===== config.mk =====
export PLATFORM = sky130hd
export DESIGN_NAME = pipe_hazard_ctrl
export DESIGN_NICKNAME = d
export VERILOG_FILES = /design/src/rtl/pipe_hazard_ctrl.sv
export SDC_FILE = /design/constraint.sdc
export NUM_CORES = 1
export LEC_CHECK = 0
export BUFFER_PORTS_ARGS = -buffer_cell sky130_fd_sc_hd__buf_2
export CAP_MARGIN = 5
export CORE_MARGIN = 2
export CORE_UTILIZATION = 35
export DETAILED_ROUTE_END_ITERATION = 12
export PLACE_DENSITY = 0.55
export SLEW_MARGIN = 15
export SYNTH_ARGS = -nofsm -noshare
export SYNTH_HDL_FRONTEND = slang
export SYNTH_SLANG_ARGS = --single-unit

===== constraint.sdc =====
create_clock -name clk -period 2 [get_ports clk]
set_clock_uncertainty 0.15 [all_clocks]
set_input_delay 0.3 -clock clk [delete_from_list [all_inputs] [get_ports clk]]
set_output_delay 0.3 -clock clk [all_outputs]
set_load 0.05 [all_outputs]

===== src/rtl/pipe_hazard_ctrl.sv =====
// Hazard/stall controller for a 5-stage in-order pipeline: tracks in-flight writers, decides RUN/STALL/MEMWAIT/FLUSH.
// Optional macro PIPE_FORWARD_EN: forwarding is assumed, so only a load in EX can cause a stall.
module pipe_hazard_ctrl (
    input  logic       clk,
    input  logic       rst,
    input  logic       id_valid,
    input  logic [3:0] id_opcode,
    input  logic [2:0] id_operanda,
    input  logic [2:0] id_operandb,
    input  logic [2:0] id_dest,
    input  logic       br_taken,
    input  logic       mem_busy,
    output logic       pc_en,
    output logic       ifid_en,
    output logic       ifid_flush,
    output logic       idex_bubble,
    output logic       pipe_en,
    output logic [1:0] state,
    output logic [7:0] stall_cnt
);

    typedef enum logic [1:0] {
        ST_RUN     = 2'b00,
        ST_STALL   = 2'b01,
        ST_MEMWAIT = 2'b10,
        ST_FLUSH   = 2'b11
    } ctrl_state_t;

    typedef struct packed {
        logic       valid;
        logic [2:0] dest;
        logic       is_load;
    } sb_entry_t;

    ctrl_state_t state_q;
    ctrl_state_t state_d;
    sb_entry_t   sb [0:2];
    logic        rd_a;
    logic        rd_b;
    logic        wr;
    logic        ld;
    logic [2:0]  match;
    logic        hazard;
    logic        issue;
    logic [7:0]  cnt_q;

    always_comb begin
        rd_a = 1'b0;
        rd_b = 1'b0;
        wr   = 1'b0;
        ld   = 1'b0;
        case (id_opcode)
            4'b0001, 4'b0010, 4'b0011, 4'b0100,
            4'b0101, 4'b0110, 4'b0111: begin
                rd_a = 1'b1;
                rd_b = 1'b1;
                wr   = 1'b1;
            end
            4'b1000: begin
                wr = 1'b1;
                ld = 1'b1;
            end
            4'b1001: rd_a = 1'b1;
            4'b1100: begin
                rd_a = 1'b1;
                rd_b = 1'b1;
            end
            default: ;
        endcase
    end

    // Index 0 = EX, 1 = MEM, 2 = WB.
    always_comb begin
        for (int i = 0; i < 3; i++) begin
            match[i] = sb[i].valid &
                       ((rd_a && (id_operanda == sb[i].dest)) ||
                        (rd_b && (id_operandb == sb[i].dest)));
        end
`ifdef PIPE_FORWARD_EN
        hazard = id_valid & match[0] & sb[0].is_load;
`else
        hazard = id_valid & (|match);
`endif
    end

    assign issue = id_valid & ~hazard & ~br_taken & ~mem_busy;

    always_comb begin
        state_d     = ST_RUN;
        pc_en       = 1'b1;
        ifid_en     = 1'b1;
        ifid_flush  = 1'b0;
        idex_bubble = 1'b0;
        pipe_en     = 1'b1;
        if (mem_busy) begin
            state_d = ST_MEMWAIT;
            pc_en   = 1'b0;
            ifid_en = 1'b0;
            pipe_en = 1'b0;
        end else if (br_taken) begin
            state_d     = ST_FLUSH;
            ifid_flush  = 1'b1;
            idex_bubble = 1'b1;
        end else if (hazard) begin
            state_d     = ST_STALL;
            pc_en       = 1'b0;
            ifid_en     = 1'b0;
            idex_bubble = 1'b1;
        end
        // Reset holds the front end and keeps a NOP entering ID/EX.
        if (rst) begin
            pc_en       = 1'b0;
            ifid_en     = 1'b0;
            ifid_flush  = 1'b0;
            idex_bubble = 1'b1;
            pipe_en     = 1'b0;
        end
    end

    always_ff @(posedge clk or posedge rst) begin
        if (rst) begin
            state_q <= ST_RUN;
        end else begin
            state_q <= state_d;
        end
    end

    always_ff @(posedge clk or posedge rst) begin
        if (rst) begin
            for (int i = 0; i < 3; i++) begin
                sb[i] <= '0;
            end
        end else if (!mem_busy) begin
            sb[2] <= sb[1];
            sb[1] <= sb[0];
            sb[0] <= issue ? sb_entry_t'{valid: wr, dest: id_dest, is_load: ld} : '0;
        end
    end

    always_ff @(posedge clk or posedge rst) begin
        if (rst) begin
            cnt_q <= 8'd0;
        end else if ((state_d != ST_RUN) && (cnt_q != 8'hff)) begin
            cnt_q <= cnt_q + 8'd1;
        end
    end

    assign state     = state_q;
    assign stall_cnt = cnt_q;

endmodule


; Word level (Yosys, flattened, before mapping)
; Index checks and enable logic that the tools add are counted.
[word_totals]
latchBits = 0
rom_bits = 0
mem_count = 0
wordCells = 72
mem_bits_rw = 0
ff_bits = 22
output_inout_bits = 15
inputBits = 18
[classes]
magnitude_cmp = 0
n_eq_ne = 17
shifts = 0
mul = 0
add_sub_neg = 1
n_reduce_logical = 15
n_mux = 21
n_div = 0
bitwise = 10
[ops]
columns = cell, count
row1 = 3-bit equality test, 6
row2 = 1-bit 2-to-1 mux, 18
row3 = 4-bit by 3-bit equality test with 1-bit output (second input constant), 4
row4 = 8-bit OR reduction, 2
row5 = 4-bit equality test (second input constant), 3
row6 = 9-bit OR reduction, 1
row7 = 8-bit by 1-bit adder with 8-bit output (second input constant), 1
row8 = 4-bit by 2-bit equality test with 1-bit output (second input constant), 2
row9 = 8-bit inequality test (second input constant), 1
row10 = 1-bit AND, 7
row11 = 1-bit logical AND, 7
row12 = 5-bit 2-to-1 mux, 1
row13 = 4-bit by 1-bit equality test with 1-bit output (second input constant), 1
row14 = 2-bit 2-to-1 mux, 2
row15 = 1-bit logical OR, 3
row16 = 1-bit inverter, 3
row17 = 3-bit OR reduction, 1
row18 = 2-bit nonzero test, 1

; Depth between registers and ports, before layout
; Gate-level depths: netlist of run 1.
[depth]
word_depth = 13
depth_mapped = 7
ltp_nobuf = 7

; Least setup slack after synthesis of run 1
; No wires, ideal clock.
[synth_timing]
kind = input -> output
startpoint = input port mem_busy
endpoint = output port pc_en
required_time_ns = 1.550
cell_stages = 5
arrival_ns = 2.273
path_slack_ns = -0.723
cell_sequence = clkbuf_1 -> clkbuf_1 -> nor2_1 -> o21a_1 -> buf_4
[synth_between]
elab_chain_len = 2
[synth_lines]
columns = element, line_no
row1 = from (decl), 12  ; input logic mem_busy,
row2 = 1-bit 2-to-1 mux (2 in a row), n/a
row3 = to (decl), 13  ; output logic pc_en,
; No other way between the ends.

; Final worst setup path of run 1
[layout_timing]
startpoint = register sb[11] (netlist bit)
endpoint = output port idex_bubble
[layout_between]
elab_chain_len = 10
elab_cells_between_ends = 12
classes_between = eq/ne: 2 / mux: 4 / bitwise: 2 / reduce/logical: 4
[layout_lines]
columns = element, line_no
row1 = from (decl), 37  ; sb_entry_t sb [0:2];
row2 = "3-bit equality test, on equally long branches", "76, 77"
row3 = "1-bit logical AND, on equally long branches", "76, 77"
row4 = 1-bit logical OR *, 76  ; ((rd_a && (id_operanda == sb[i].dest)) ||
row5 = 1-bit AND *, 75  ; match[i] = sb[i].valid &
row6 = 3-bit OR reduction *, 82  ; hazard = id_valid & (|match);
row7 = 1-bit AND *, 82
row8 = 1-bit 2-to-1 mux *, 104  ; end else if (hazard) begin
row9 = 1-bit 2-to-1 mux *, 100  ; end else if (br_taken) begin
row10 = 1-bit 2-to-1 mux *, 95  ; if (mem_busy) begin
row11 = 1-bit 2-to-1 mux *, 111  ; if (rst) begin
row12 = to (decl), 16  ; output logic idex_bubble,
; Every way passes the cells marked *; elsewhere a longest branch is shown, timed or not.

==> metrics.txt, run 1 <==
RD Place Congestion 0.739; drt via density 5.05; Seq cells post-synth 22; Max rail drop VDD 0.477 mV; maxcap violations 0; most numerous cell in the Yosys netlist dfrtp_1; IO Pins 33; utilization after layout 50.3%; Ys Warns 0; synthesized area per cell 10.9 sq um; Port Buffers 32; number of enable flip-flop cells after synthesis 0; Area after DPL 0.00158 sq mm; switching power total 821 uW; core area 0.00342 sq mm; initial antenna violation count 0; simple-gate share of the synthesized area 14.2%; switching share of power 47.5%; critical path capture point type output port; register area share after synthesis 43.3%; Post-Syn Nets 135; ys async rst share 100%; drt wl/cell 14.2 microns; vias in the first global route 1149; LEAKAGE 0.000759 uW; Clock Path Buffers 2; Final Cycle Share 116%; Achievable Freq 431 MHz; largest family of logic cells by synthesized area XOR/XNOR gates; final hold slack 0.0495 ns; Post-Synthesis Cell Area 0.00127 sq mm; worst setup margin -0.318 ns; met2 WL 1480 microns; largest net degree at the start of global routing 23; htree depth 1; Crit path max-delay family simple AND/OR/NAND/NOR gates; clk slew on worst S/H paths 0.12 ns; Post-synth top cells 22 x dfrtp_1, 19 x xnor2_1, 8 x nand4_1; Syn Inst Count 116; Area contributors post-synth dfrtp_1 43%, xnor2_1 13%, nand4_1 3.9%, mux2_1 3.5%, mux2_2 3.5%; Final Instance Area 0.00172 sq mm; post-route ant nets 0; RSZ-0062 raised after global routing true; CTS Sinks 22; Worst EP required 1.55 ns; top cell type by total area after synthesis dfrtp_1; met3 WL 106 microns; Fill cells 337; mux share of post-synthesis cell area 8.28%; final cell count without fillers 210; Pre-antenna DRT Iters 4; height of the die 64.2 microns; CP max stage delay 0.44 ns; status finished, violations left; post-DP HPWL 2150 microns; Max Transition Viols Final 0; Crit Path Class reg2out; first-pass GRT wire length 5090 microns; final WL 2980 microns; Compound-Gate Fraction of Synth Area 13.4%; Nets 185; share of layout cells above drive strength 1 43.3%; kind of path behind the tightest hold check in2reg; Max-Slew Margin vs Limit 72.6%; Max FO, Critical Path 3; slew at the pin with the worst max-slew slack 0.411 ns; CP cell instances xnor2_1 > nand4_1 > nand3_2 > a32oi_4 > a21oi_2 > or2_4 > buf_8; Worst Path Buf+Inv 1; final hold vios 0; area share of xor/xnor cells in the synthesized design 16.6%; global route overflow 0; chip width 64.2 microns; Area growth, synth to finish 35.2%; initial drt markers 36; combinational share of power 49.0%; CTS tree done; PwrDens 1010 mW/mm^2; Synth Flop Type dfrtp_1; overall routing resource usage 15.8%; Pint 908 uW; FP Rows 21; Crit-path slowest cell dfrtp_1; Initial Utilization 37.2%; startpoint type of the worst setup path flop; Final Setup Violations 3; post-synth top area share 43.3%; M1 WL 1360 microns; share of power burned in registers 39.1%; min Tclk post-route 2.32 ns; die area 0.00413 sq mm; failing checks negative setup slack; root buffer cell clkbuf_4; critical path arrival 1.87 ns; Distinct cells, synth 35; Clk Latency, worst-skew pair 0.30 ns; placed insts 204; highest routed layer met4; number of diodes 0; residual DRC count 0; TritonCTS Buffers 3; adder-cell share of the synthesized area 0.985%; Clk network pwr share 11.9%; total number of vias 1060
## power by group through the flow
stage | clock network (uW) | registers [uW] | logic, uW
global route | 235 | 695 | 903
CTS | 219 | 677 | 834
finish | 206 | 676 | 847
detailed placement | 0 | 686 | 810
global placement | 0 | 679 | 794
floorplan | 0 | 946 | 329
## registers in the layout (all words and copies together) (netlist names)
register   flops
stall_cnt      8
state          2
sb            12
## cell type report
class	count	area, sq um	share of cell area, %
tap	46	57.6	3.35
inverter	4	15.0	0.875
clock buffer	3	22.5	1.31
sequential	22	552	32.1
multi-input combinational	86	757	44.1
timing repair buffer	49	313	18.2
## repair_timing
item	in CTS	in global routing
hold buffers	1	0
resized for setup	12	5
hold endpoints to repair	22	0
setup endpoints to repair	4	8
pin swaps	22	3
setup buffers	2	0
## worst reg2reg max path: stages (launching register included)
cell	delay [ns]
dfrtp_1	0.43
xnor2_1	0.16
nand4_1	0.13
nand3_2	0.13
a32oi_4	0.14
buf_4	0.21
a2111oi_4	0.37
xor2_1	0.16
## cells in the final DEF (no fill, tap or decap), types with 2 or more instances in the layout
master / instances
nand2_1: 2
mux2_2: 4
nand4_1: 8
and3_1: 2
a211oi_1: 2
nor2b_1: 2
mux2_1: 4
a21oi_1: 2
nor3_1: 2
buf_2: 29
dfrtp_1: 21
nand3_2: 2
clkbuf_4: 3
buf_6: 2
xor2_1: 5
a22o_1: 4
nor2_4: 3
inv_1: 4
xnor2_1: 18
buf_4: 16
nand3_1: 3
o21ai_0: 3
## through the flow
stage,setup TNS [ns],worst slack (ns),power (uW)
after detailed placement,-0.781,-0.237,1500
after CTS,-0.929,-0.332,1730
after global placement,-0.685,-0.210,1470
final,-0.929,-0.318,1730
after global routing,-1.34,-0.436,1830
after floorplan,-0.180,-0.170,1270
## cell families after synthesis
logic type	Yosys count
simple gates	30
flops	22
compound gates	22
buf+inv	8
mux	9
fa+ha+maj	1
xor+xnor	24
## path summary, 6_finish.rpt
path / start / to / slack [ns] / cells after the start
worst min-delay path: id_dest[1] / sb[12] / 0.05 / 2
worst max-delay path: sb[11] / idex_bubble / -0.32 / 7
worst min register to register: stall_cnt[2] / stall_cnt[2] / 0.37 / 1
min in group asynchronous: rst / stall_cnt[0] / 0.48 / 4
worst max register to register: sb[12] / stall_cnt[6] / 0.06 / 7
max in group asynchronous: rst / sb[8] / 0.97 / 4
## per-layer routing
| metal | up-vias | track usage, % |
|---|---|---|
| li1 | 519 | - |
| met1 | 516 | 19.8 |
| met2 | 23 | 27.1 |
| met3 | 2 | 2.64 |
| met4 | 0 | 6.38 |
| met5 | - | 0 |
No activity file was read; power rests on OpenSTA's default activity.
==> run 2: changes to the inputs <==
--- a/config.mk
+++ b/config.mk
@@ -11,6 +11,7 @@
 export CORE_UTILIZATION = 35
 export DETAILED_ROUTE_END_ITERATION = 12
 export PLACE_DENSITY = 0.55
+export REMOVE_ABC_BUFFERS = 1
 export SLEW_MARGIN = 15
 export SYNTH_ARGS = -nofsm -noshare
 export SYNTH_HDL_FRONTEND = slang
==> metrics.txt, run 2 (synthesis results as in run 1) <==
reg2reg setup slack -0.10 ns; initial drt markers 23; largest net degree at the start of global routing 17; failing checks negative setup slack; Multi-input gate area 723 sq um; RSZ-0062 raised after global routing true; min Tclk post-route 2.31 ns; CP max stage delay 0.44 ns; Worst Path Buf+Inv 1; Initial Utilization 37.2%; Achievable Freq 433 MHz; root buffer cell clkbuf_4; Clk network pwr share 11.5%; Final Setup Violations 7; Max rail drop VDD 0.811 mV; LEAKAGE 0.000785 uW; IO Pins 33; largest reg by FF count sb; Crit path max-delay family simple AND/OR/NAND/NOR gates; dpl ws -0.211 ns; Clk Latency, worst-skew pair 0.30 ns; status finished, violations left; Pint 916 uW; chip width 64.2 microns; Max FO, Critical Path 3; post-DP HPWL 2150 microns; most frequent cells in the layout 29 x buf_2, 22 x dfrtp_1, 19 x xnor2_1; global route overflow 0; initial antenna violation count 0; CTS tree done; kind of path behind the tightest hold check in2reg; overall routing resource usage 15.2%; Fill cells 326; total number of vias 1081; CP cell instances xnor2_1 > nand4_1 > nand3_2 > a32oi_4 > a21oi_2 > or2_1 > buf_6; switching share of power 46.8%; vias in the first global route 1148; residual DRC count 0; critical path capture point type output port; height of the die 64.2 microns; drt wl/cell 13.1 microns; final hold vios 0; CTS Sinks 22; maxcap violations 0; max FFs per register 12; die area 0.00413 sq mm; htree depth 1; worst setup margin -0.308 ns; Crit Path Class reg2out; number of diodes 0; Port Buffers 32; Worst EP required 1.55 ns; Pre-antenna DRT Iters 4; switching power total 805 uW; crit path launch sb[1]; PnR Total Power 1720 uW; PwrDens 987 mW/mm^2; startpoint type of the worst setup path flop; Final Cycle Share 115%; Nets 190; register area 551 sq um; reg2reg start sb[8]; combinational share of power 49.1%; post-route ant nets 0; FP Rows 21; Area growth, synth to finish 37.2%; clk slew on worst S/H paths 0.11 ns; slew at the pin with the worst max-slew slack 0.445 ns; Max-Slew Margin vs Limit 70.3%; final WL 2810 microns; TritonCTS Buffers 3; share of layout cells above drive strength 1 42.6%; Clock Path Buffers 2; Max Transition Viols Final 0; final hold slack 0.0627 ns; critical path arrival 1.86 ns; RD Place Congestion 0.767; share of power burned in registers 39.4%; Worst Hold Launch id_dest[2]; setup TNS -1.06 ns; first-pass GRT wire length 4930 microns; Crit-path slowest cell dfrtp_1; drt via density 5.03; commonest non-fill, non-tap cell in the layout buf_2; core area 0.00342 sq mm
## run 2: power groups by stage
stage	combinational (uW)	clock (uW)	sequential, uW
floorplan	317	0	946
global placement	793	0	679
detailed placement	805	0	683
CTS	840	205	677
global route	909	228	701
finish	845	197	679
## run 2: path summary, 6_finish.rpt
check                          endpoint  cells after the start
max in group asynchronous         sb[1]                      4
setup / recovery            idex_bubble                      7
setup reg to reg           stall_cnt[6]                      8
hold / removal                   sb[13]                      2
min in group asynchronous  stall_cnt[6]                      3
hold reg to reg            stall_cnt[0]                      1
## run 2: cell type report
type / instances / area share, %
clock buffers: 3 / 1.29
inverters: 4 / 0.861
multi-input cells: 86 / 41.5
flip-flops and latches: 22 / 31.6
well taps: 46 / 3.30
repair buffers: 54 / 21.5
## run 2: metrics by stage
stage	instances	util, %	cell area (sq um)
after floorplan	112	-	1240
after global placement	203	46.0	1570
after detailed placement	203	46.0	1570
after CTS	214	50.7	1730
after global routing	215	51.0	1740
final	215	51.0	1740
## run 2: repair_timing
action / in CTS / in global routing
gates resized for setup: 18 / 3
hold buffers: 1 / 0
pin swaps: 4 / 8
endpoints found under the setup margin: 4 / 10
endpoints found under the hold margin: 9 / 0
gates cloned: 0 / 0
setup buffers: 7 / 5
## run 2: routing by layer
layer | GRT usage, % | vias up | share of wire [%]
li1 | - | 528 | -
met1 | 17.4 | 525 | 44
met2 | 28.0 | 26 | 52
met3 | 2.99 | 2 | 3.8
met4 | 5.32 | 0 | 0.071
met5 | 0 | - | 0
